[src/rtl/line_fill_ctrl.sv]
// line_fill_ctrl: cache miss handler. It writes back a dirty victim when needed,
// fetches the requested line and presents it for a single-cycle array fill.
module line_fill_ctrl #(
  parameter int unsigned LINE_WIDTH    = 533,
  parameter int unsigned TAG_BITS      = 18,
  parameter int unsigned INDEX_BITS    = 8,
  parameter int unsigned OFFSET_BITS   = 6,
  parameter int unsigned DATA_WIDTH    = 32,
  parameter int unsigned ADDRESS_WIDTH = 32,
  parameter int unsigned WAYS          = 4
) (
  input  logic                     clk,
  input  logic                     rst_n,
  input  logic                     miss_valid,
  output logic                     miss_ready,
  input  logic [INDEX_BITS-1:0]    miss_index,
  input  logic [TAG_BITS-1:0]      miss_tag,
  input  logic [WAYS-1:0]          victim_way,
  input  logic [LINE_WIDTH-1:0]    victim_line,
  output logic                     mem_req_valid,
  input  logic                     mem_req_ready,
  output logic                     mem_req_we,
  output logic [ADDRESS_WIDTH-1:0] mem_req_addr,
  output logic                     mem_wvalid,
  input  logic                     mem_wready,
  output logic [DATA_WIDTH-1:0]    mem_wdata,
  input  logic                     mem_rvalid,
  output logic                     mem_rready,
  input  logic [DATA_WIDTH-1:0]    mem_rdata,
  output logic                     fill_valid,
  output logic [INDEX_BITS-1:0]    fill_index,
  output logic [WAYS-1:0]          fill_way,
  output logic [LINE_WIDTH-1:0]    fill_line
);

  localparam int unsigned DATA_BITS = LINE_WIDTH - 3 - TAG_BITS;
  localparam int unsigned BEATS     = DATA_BITS / DATA_WIDTH;
  localparam int unsigned CNT_BITS  = $clog2(BEATS);
  localparam int unsigned LRU_BIT   = LINE_WIDTH - 1;
  localparam int unsigned VALID_BIT = LINE_WIDTH - 2;
  localparam int unsigned DIRTY_BIT = LINE_WIDTH - 3;
  localparam logic [CNT_BITS-1:0] LAST_BEAT = CNT_BITS'(BEATS - 1);

  typedef enum logic [2:0] {
    IDLE    = 3'd0,
    WB_REQ  = 3'd1,
    WB_DATA = 3'd2,
    RD_REQ  = 3'd3,
    RD_DATA = 3'd4,
    FILL    = 3'd5
  } state_t;

  state_t                   state, state_next;
  logic [CNT_BITS-1:0]      cnt, cnt_next;
  logic [DATA_BITS-1:0]     wb_data;
  logic [TAG_BITS-1:0]      tag_q;
  logic                     accept, wbeat, rbeat;
  logic [ADDRESS_WIDTH-1:0] addr_next;
  logic                     unused_lru;

  // The victim's LRU bit has no role in miss handling.
  assign unused_lru = victim_line[LRU_BIT];

  // Write beats are shifted out of the low end of the captured victim data.
  assign mem_wdata = wb_data[DATA_WIDTH-1:0];

  // State register.
  always_ff @(posedge clk or negedge rst_n) begin
    if (!rst_n) begin
      state <= IDLE;
      cnt   <= '0;
    end else begin
      state <= state_next;
      cnt   <= cnt_next;
    end
  end

  // Next-state, beat counter and command address selection.
  always_comb begin
    state_next = state;
    cnt_next   = cnt;
    accept     = 1'b0;
    wbeat      = 1'b0;
    rbeat      = 1'b0;
    addr_next  = mem_req_addr;
    case (state)
      IDLE: begin
        if (miss_valid) begin
          accept = 1'b1;
          if (victim_line[VALID_BIT] && victim_line[DIRTY_BIT]) begin
            state_next = WB_REQ;
            addr_next  = ADDRESS_WIDTH'({victim_line[DATA_BITS +: TAG_BITS], miss_index,
                                         OFFSET_BITS'(0)});
          end else begin
            state_next = RD_REQ;
            addr_next  = ADDRESS_WIDTH'({miss_tag, miss_index, OFFSET_BITS'(0)});
          end
        end
      end
      WB_REQ: begin
        if (mem_req_ready) begin
          state_next = WB_DATA;
          cnt_next   = '0;
        end
      end
      WB_DATA: begin
        if (mem_wready) begin
          wbeat    = 1'b1;
          cnt_next = cnt + CNT_BITS'(1);
          if (cnt == LAST_BEAT) begin
            state_next = RD_REQ;
            addr_next  = ADDRESS_WIDTH'({tag_q, fill_index, OFFSET_BITS'(0)});
          end
        end
      end
      RD_REQ: begin
        if (mem_req_ready) begin
          state_next = RD_DATA;
          cnt_next   = '0;
        end
      end
      RD_DATA: begin
        if (mem_rvalid) begin
          rbeat    = 1'b1;
          cnt_next = cnt + CNT_BITS'(1);
          if (cnt == LAST_BEAT) state_next = FILL;
        end
      end
      FILL:    state_next = IDLE;
      default: state_next = IDLE;
    endcase
  end

  // Registered outputs decoded from the next state, plus miss capture and line assembly.
  always_ff @(posedge clk or negedge rst_n) begin
    if (!rst_n) begin
      miss_ready    <= 1'b1;
      mem_req_valid <= 1'b0;
      mem_req_we    <= 1'b0;
      mem_req_addr  <= '0;
      mem_wvalid    <= 1'b0;
      mem_rready    <= 1'b0;
      fill_valid    <= 1'b0;
      fill_index    <= '0;
      fill_way      <= '0;
      fill_line     <= '0;
      wb_data       <= '0;
      tag_q         <= '0;
    end else begin
      miss_ready    <= (state_next == IDLE);
      mem_req_valid <= (state_next == WB_REQ) || (state_next == RD_REQ);
      mem_req_we    <= (state_next == WB_REQ);
      mem_wvalid    <= (state_next == WB_DATA);
      mem_rready    <= (state_next == RD_DATA);
      fill_valid    <= (state_next == FILL);
      mem_req_addr  <= addr_next;
      if (accept) begin
        fill_index <= miss_index;
        fill_way   <= victim_way;
        tag_q      <= miss_tag;
        wb_data    <= victim_line[DATA_BITS-1:0];
      end else if (wbeat) begin
        wb_data <= wb_data >> DATA_WIDTH;
      end
      if (rbeat) begin
        fill_line[DATA_BITS-1:0] <= {mem_rdata, fill_line[DATA_BITS-1:DATA_WIDTH]};
      end
      if (rbeat && (cnt == LAST_BEAT)) begin
        fill_line[LINE_WIDTH-1:DATA_BITS] <= {1'b1, 1'b1, 1'b0, tag_q};
      end
    end
  end

endmodule

[config.mk]
export PLATFORM = sky130hd
export DESIGN_NAME = line_fill_ctrl
export DESIGN_NICKNAME = d
export VERILOG_FILES = /design/src/rtl/line_fill_ctrl.sv
export SDC_FILE = /design/constraint.sdc
export NUM_CORES = 2
export LEC_CHECK = 0
export CAP_MARGIN = 40
export CORE_AREA = 2 2 476 478
export DETAILED_ROUTE_END_ITERATION = 12
export DIE_AREA = 0 0 478 480
export PLACE_DENSITY = 0.42
export SYNTH_ARGS = -nofsm -noshare
export SYNTH_HDL_FRONTEND = slang
export SYNTH_SLANG_ARGS = --single-unit
[constraint.sdc]
create_clock -name clk -period 5.2 [get_ports clk]
set_input_delay 0.52 -clock clk [delete_from_list [all_inputs] [get_ports clk]]
set_output_delay 0.52 -clock clk [all_outputs]
set_load 0.02 [all_outputs]
[Yosys cells after proc, flatten, opt, wreduce, memory -nomap -nowiden]
Index checks and enable logic that the tools add are counted.
Storage, ports and cells
  bits in registers: 1118
  output and inout bits: 615
  word-level logic and storage cells: 68
Cells by class
  $add $sub $neg: 1
  equality and inequality tests: 15
  multiplexer cells: 26
  reductions and logical operators: 11
Operators by type and width (count)
  512-bit 2-to-1 mux: 2
  32-bit 2-to-1 mux: 4
  32-bit one-hot mux with 2 select lines: 1
  3-bit 2-to-1 mux: 7
  3-bit one-hot mux with 5 select lines: 1
  3-bit by 2-bit == test with 1-bit output (second input constant): 4
  4-bit 2-to-1 mux: 3
  4-bit one-hot mux with 3 select lines: 1
  3-bit == test (second input constant): 3
  2-bit inequality test (second input constant): 4
  4-bit AND reduction: 2
  3-bit by 1-bit == test with 1-bit output (second input constant): 2
  3-bit zero test: 2
  1-bit 2-to-1 mux: 6
  4-bit by 1-bit adder with 4-bit output (second input constant): 1
  4-bit == test (second input constant): 1
  2-bit nonzero test: 2
  3-bit nonzero test: 1
  1-bit logical AND: 2
  2-bit 2-to-1 mux: 1
  2-bit by 1-bit inequality test with 1-bit output (second input constant): 1
  2-bit OR reduction: 1
  1-bit logical OR: 1

[Longest topological paths before layout]
  depth in word-level cells: 6
  depth in mapped cells: 9
  gate-level depth less buffers: 5

[Worst setup path before layout]
No wires, ideal clock.
  path type: reg-to-reg
  start point: register state[0]
  end point: register mem_req_addr[11]
  data arrival time: 1.793 ns
  slack: 3.282 ns
  stages on the path, launching flop included: 8
  path buffers: 3
  period minus slack after synthesis: 1.918 ns
  path through: dfrtp_1 > buf_2 > nor3b_1 > buf_4 > a21oi_1 > a21oi_4 > buf_4 > mux2_2
On the way
  cells in the longest elaborated chain, start to end: 3
  elaborated cells on any way between the ends: 8
RTL lines
  start, declared: RTL line 53  | state_t state, state_next;
  start signal, assigned: RTL line 73  | state <= state_next;
  3-bit by 2-bit == test with 1-bit output / 3-bit zero test (equally long branches): RTL line 86  | case (state)
  2-bit inequality test (no line) / 2-bit nonzero test (equally long branches)
  4-bit AND reduction (no line)
  end signal, assigned: RTL line 156  | mem_req_addr <= addr_next;
  end, declared: RTL line 23  | output logic [ADDRESS_WIDTH-1:0] mem_req_addr,
Several ways; a longest one is shown, not always the timed one.
A chain may end at the register's enable or synchronous reset.

[Worst setup path after layout]
  start point: register state[2]
  end point: register wb_data[20]
On the way
  cells in the longest elaborated chain, start to end: 3
  elaborated cells on any way between the ends: 6
RTL lines
  3-bit by 2-bit == test with 1-bit output / 3-bit zero test (equally long branches): RTL line 86
  1-bit 2-to-1 mux: RTL line 86
  2-bit nonzero test (no line) / 512-bit 2-to-1 mux (equally long branches)
  end signal, assigned: RTL line 161  | wb_data <= victim_line[DATA_BITS-1:0];
  end signal, assigned: RTL line 163  | wb_data <= wb_data >> DATA_WIDTH;
  end, declared: RTL line 55  | logic [DATA_BITS-1:0] wb_data;
Several ways; a longest one is shown, not always the timed one.

==> flow_metrics.tcl <==
set metrics [dict create \
    io-pin-count 1216 \
    p_int_mw 20.3 \
    ys_top_cells_by_area "dfrtp_1 60%, mux2_2 15%, mux2i_1 11%" \
    rows 174 \
    crit_start "state[2]$_DFF_PN0_" \
    cts_buffers 141 \
    seq_power_share_pct 39.3 \
    synthCells 3559 \
    outcome "finished, final reports clean" \
    yosys_warnings 0 \
    worst_setup_path_end_kind "register" \
    p_per_area_mw_per_mm2 464 \
    grt_pass1_wl_um 257000 \
    slew_headroom_pct 28.1 \
    synth_edf_count 0 \
    power_switching_mw 10.2 \
    hold_start "victim_line[485]" \
    nFillCells 23060 \
    io_buffers 1207 \
    drt-wirelength-per-cell_um 23.4 \
    antenna_found_initial 91 \
    worst_slew_pin_slew_ns 1.08 \
    syn_area_per_cell_um2 12.9 \
    maxCapViolations 0 \
    ys.flop_type "dfrtp_1" \
    clockBufferDepth 3 \
    track_usage_pct 15.5 \
    vias_per_cell 4.03 \
    clock_latency_ns 0.78 \
    area_growth_pct 43.1 \
    nets 5289 \
    drive_gt1_share_pct 18.1 \
    min_path_type "in2reg" \
    ys_seq_area_share_pct 60.5 \
    final.setup_skew_ns 0.0249 \
    clk_pin_slew_worst_paths_ns 0.06 \
    p_comb_share_pct 28.2 \
    cts_tree "built" \
    synthMostInstantiatedCell "dfrtp_1" \
    yosys.area.top_type "dfrtp_1" \
    grt_pass1_vias 32002 \
    cts_sinks 1112 \
    die_y_um 480 \
    hold_violations 0 \
    timing.rr.start "state[2]$_DFF_PN0_" \
    dpl.hpwl_um 138000 \
    slowest_stage "buf_12" \
    ctsResizeCount 0 \
    fmax_mhz 358 \
    critPathMaxStageDelay_ns 0.67 \
    dr.pass1.iters 4 \
    drt_iter0_drc 1655 \
    cts.htree.levels 4 \
    drc 0 \
    async_flop_share_pct 100 \
    finalSetupTns_ns 0 \
    path_cells "nor4b_4 -> buf_4 -> buf_12 -> mux2i_1 -> o21ai_0" \
    finalCritPeriodShare_pct 53.8 \
    root_buffer "clkbuf_16" \
    drt-total-wl_um 183000 \
    die_area_mm2 0.229 \
    start_util_pct 20.5 \
    period_needed_ns 2.80 \
    grt_max_degree 201 \
    irDropWorstVdd_uv 345 \
    dieWidth_um 478 \
    p_leak_nw 27.8 \
    start_kind "register" \
    cp_max_fo 136 \
    antenna_left 0 \
    slew_violations 0 \
    gp_congestion 0.807 \
    syn_area_mm2 0.0460 \
    whs_ns 0.347 \
    worst_ep_arrival_time_ns 3.41 \
    yosys-top-cells-count "1111 x dfrtp_1, 594 x mux2_2, 501 x nand2_1" \
    core_area_mm2 0.224 \
    via_count 31504 \
    crit_required_ns 5.81 \
    crit_type "reg2reg" \
    synth_top_area_share_pct 60.5 \
    ys_ff_latch 1112 \
    grt_overflow 0 \
    finalSetupViolCount 0 \
    p_clk_share_pct 32.6 \
    synth.distinct_cells 36 \
    rsz0062_at_grt "no" \
    p_sw_share_pct 33.4 \
]
## final timing paths
path	end	slack [ns]	depth (start not counted)
max in group asynchronous	fill_line[409]$_DFFE_PN0P_	3.50	3
max	wb_data[20]$_DFFE_PN0P_	2.40	5
max reg2reg	wb_data[20]$_DFFE_PN0P_	2.40	5
min in group asynchronous	fill_line[192]$_DFFE_PN0P_	0.39	2
min	wb_data[485]$_DFFE_PN0P_	0.35	2
min reg2reg	wb_data[11]$_DFFE_PN0P_	0.48	2
## final cells by class
class / count / area (um^2) / area share [%]
flip-flops and latches: 1112 / 27800 / 42.3
multi-input cells: 2170 / 16700 / 25.3
repair buffers: 1260 / 12800 / 19.5
clock buffers: 215 / 4200 / 6.38
well taps: 2992 / 3740 / 5.69
clock inverters: 34 / 460 / 0.700
diodes: 29 / 72.6 / 0.110
inverters: 2 / 7.51 / 0.0114
## metal layers
metal	global-route usage [%]	wire [um]
met4	3.83	4120
met1	19.6	77900
met5	0	585
met2	24.7	84700
met3	6.24	15300
## what timing repair did
| item | CTS | global route |
|---|---|---|
| hold endpoints to repair | 46 | 0 |
| hold buffers | 1 | 0 |
| setup endpoints to repair | 0 | 0 |
| setup buffers | 0 | 0 |
## state kept, by name, indices dropped and copies added (netlist names)
signal and flops:
miss_ready 1, mem_req_valid 1, mem_wvalid 1, mem_req_addr 26, mem_req_we 1, wb_data 512, fill_index 8, cnt 4
fill_line 531, mem_rready 1, fill_way 4, state 3, fill_valid 1, tag_q 18
## per-stage QoR
| stage | area [um^2] | instances | utilization [%] | power [mW] | setup WS, ns |
|---|---|---|---|---|---|
| floorplan | 46000 | 3565 | - | 17.3 | 3.28 |
| global placement | 61000 | 7533 | 27.2 | 20.8 | 1.89 |
| detailed placement | 61000 | 7535 | 27.3 | 21.0 | 1.97 |
| CTS | 65700 | 7785 | 29.3 | 31.2 | 2.34 |
| global route | 65700 | 7793 | 29.3 | 32.4 | 2.23 |
| finish | 65800 | 7814 | 29.4 | 30.5 | 2.40 |
## cells in the final DEF, fill, tap and decap left out, types with 4 or more instances in the layout
cell / n
nand2_1: 501
bufinv_16: 6
mux2i_1: 499
mux2_2: 594
o21ai_0: 253
conb_1: 7
clkinv_2: 11
clkbuf_16: 144
clkdlybuf4s50_1: 1206
buf_4: 27
clkinvlp_4: 4
inv_16: 4
clkbuf_8: 33
nor2b_1: 4
a22o_1: 33
diode_2: 29
buf_12: 24
o21ai_1: 248
a21oi_1: 4
clkbuf_1: 38
dfrtp_1: 1111
## worst max-delay path: cells and delay by family (launching register included)
kind            cells  cell delay, ns
compound gates      1            0.11
flops               1            0.54
mux                 1            0.34
buf+inv             2            1.06
simple gates        1            0.34
## logic make-up after synthesis
family	Yosys count	share of synthesized area [%]
buf+inv	283	3.29
mux	1094	25.4
compound gates	544	6.26
flops	1112	60.5
fa+ha+maj	1	0.0272
simple gates	524	4.45
other cells	1	0.00816
## power groups by stage
stage / clock network (mW) / registers [mW] / logic (mW)
global placement: 0 / 12.1 / 8.70
CTS: 10.3 / 12.0 / 8.81
floorplan: 0 / 12.1 / 5.17
detailed placement: 0 / 12.2 / 8.79
finish: 9.93 / 12.0 / 8.60
global route: 10.7 / 12.2 / 9.52
(Power assumes the default switching activity.)
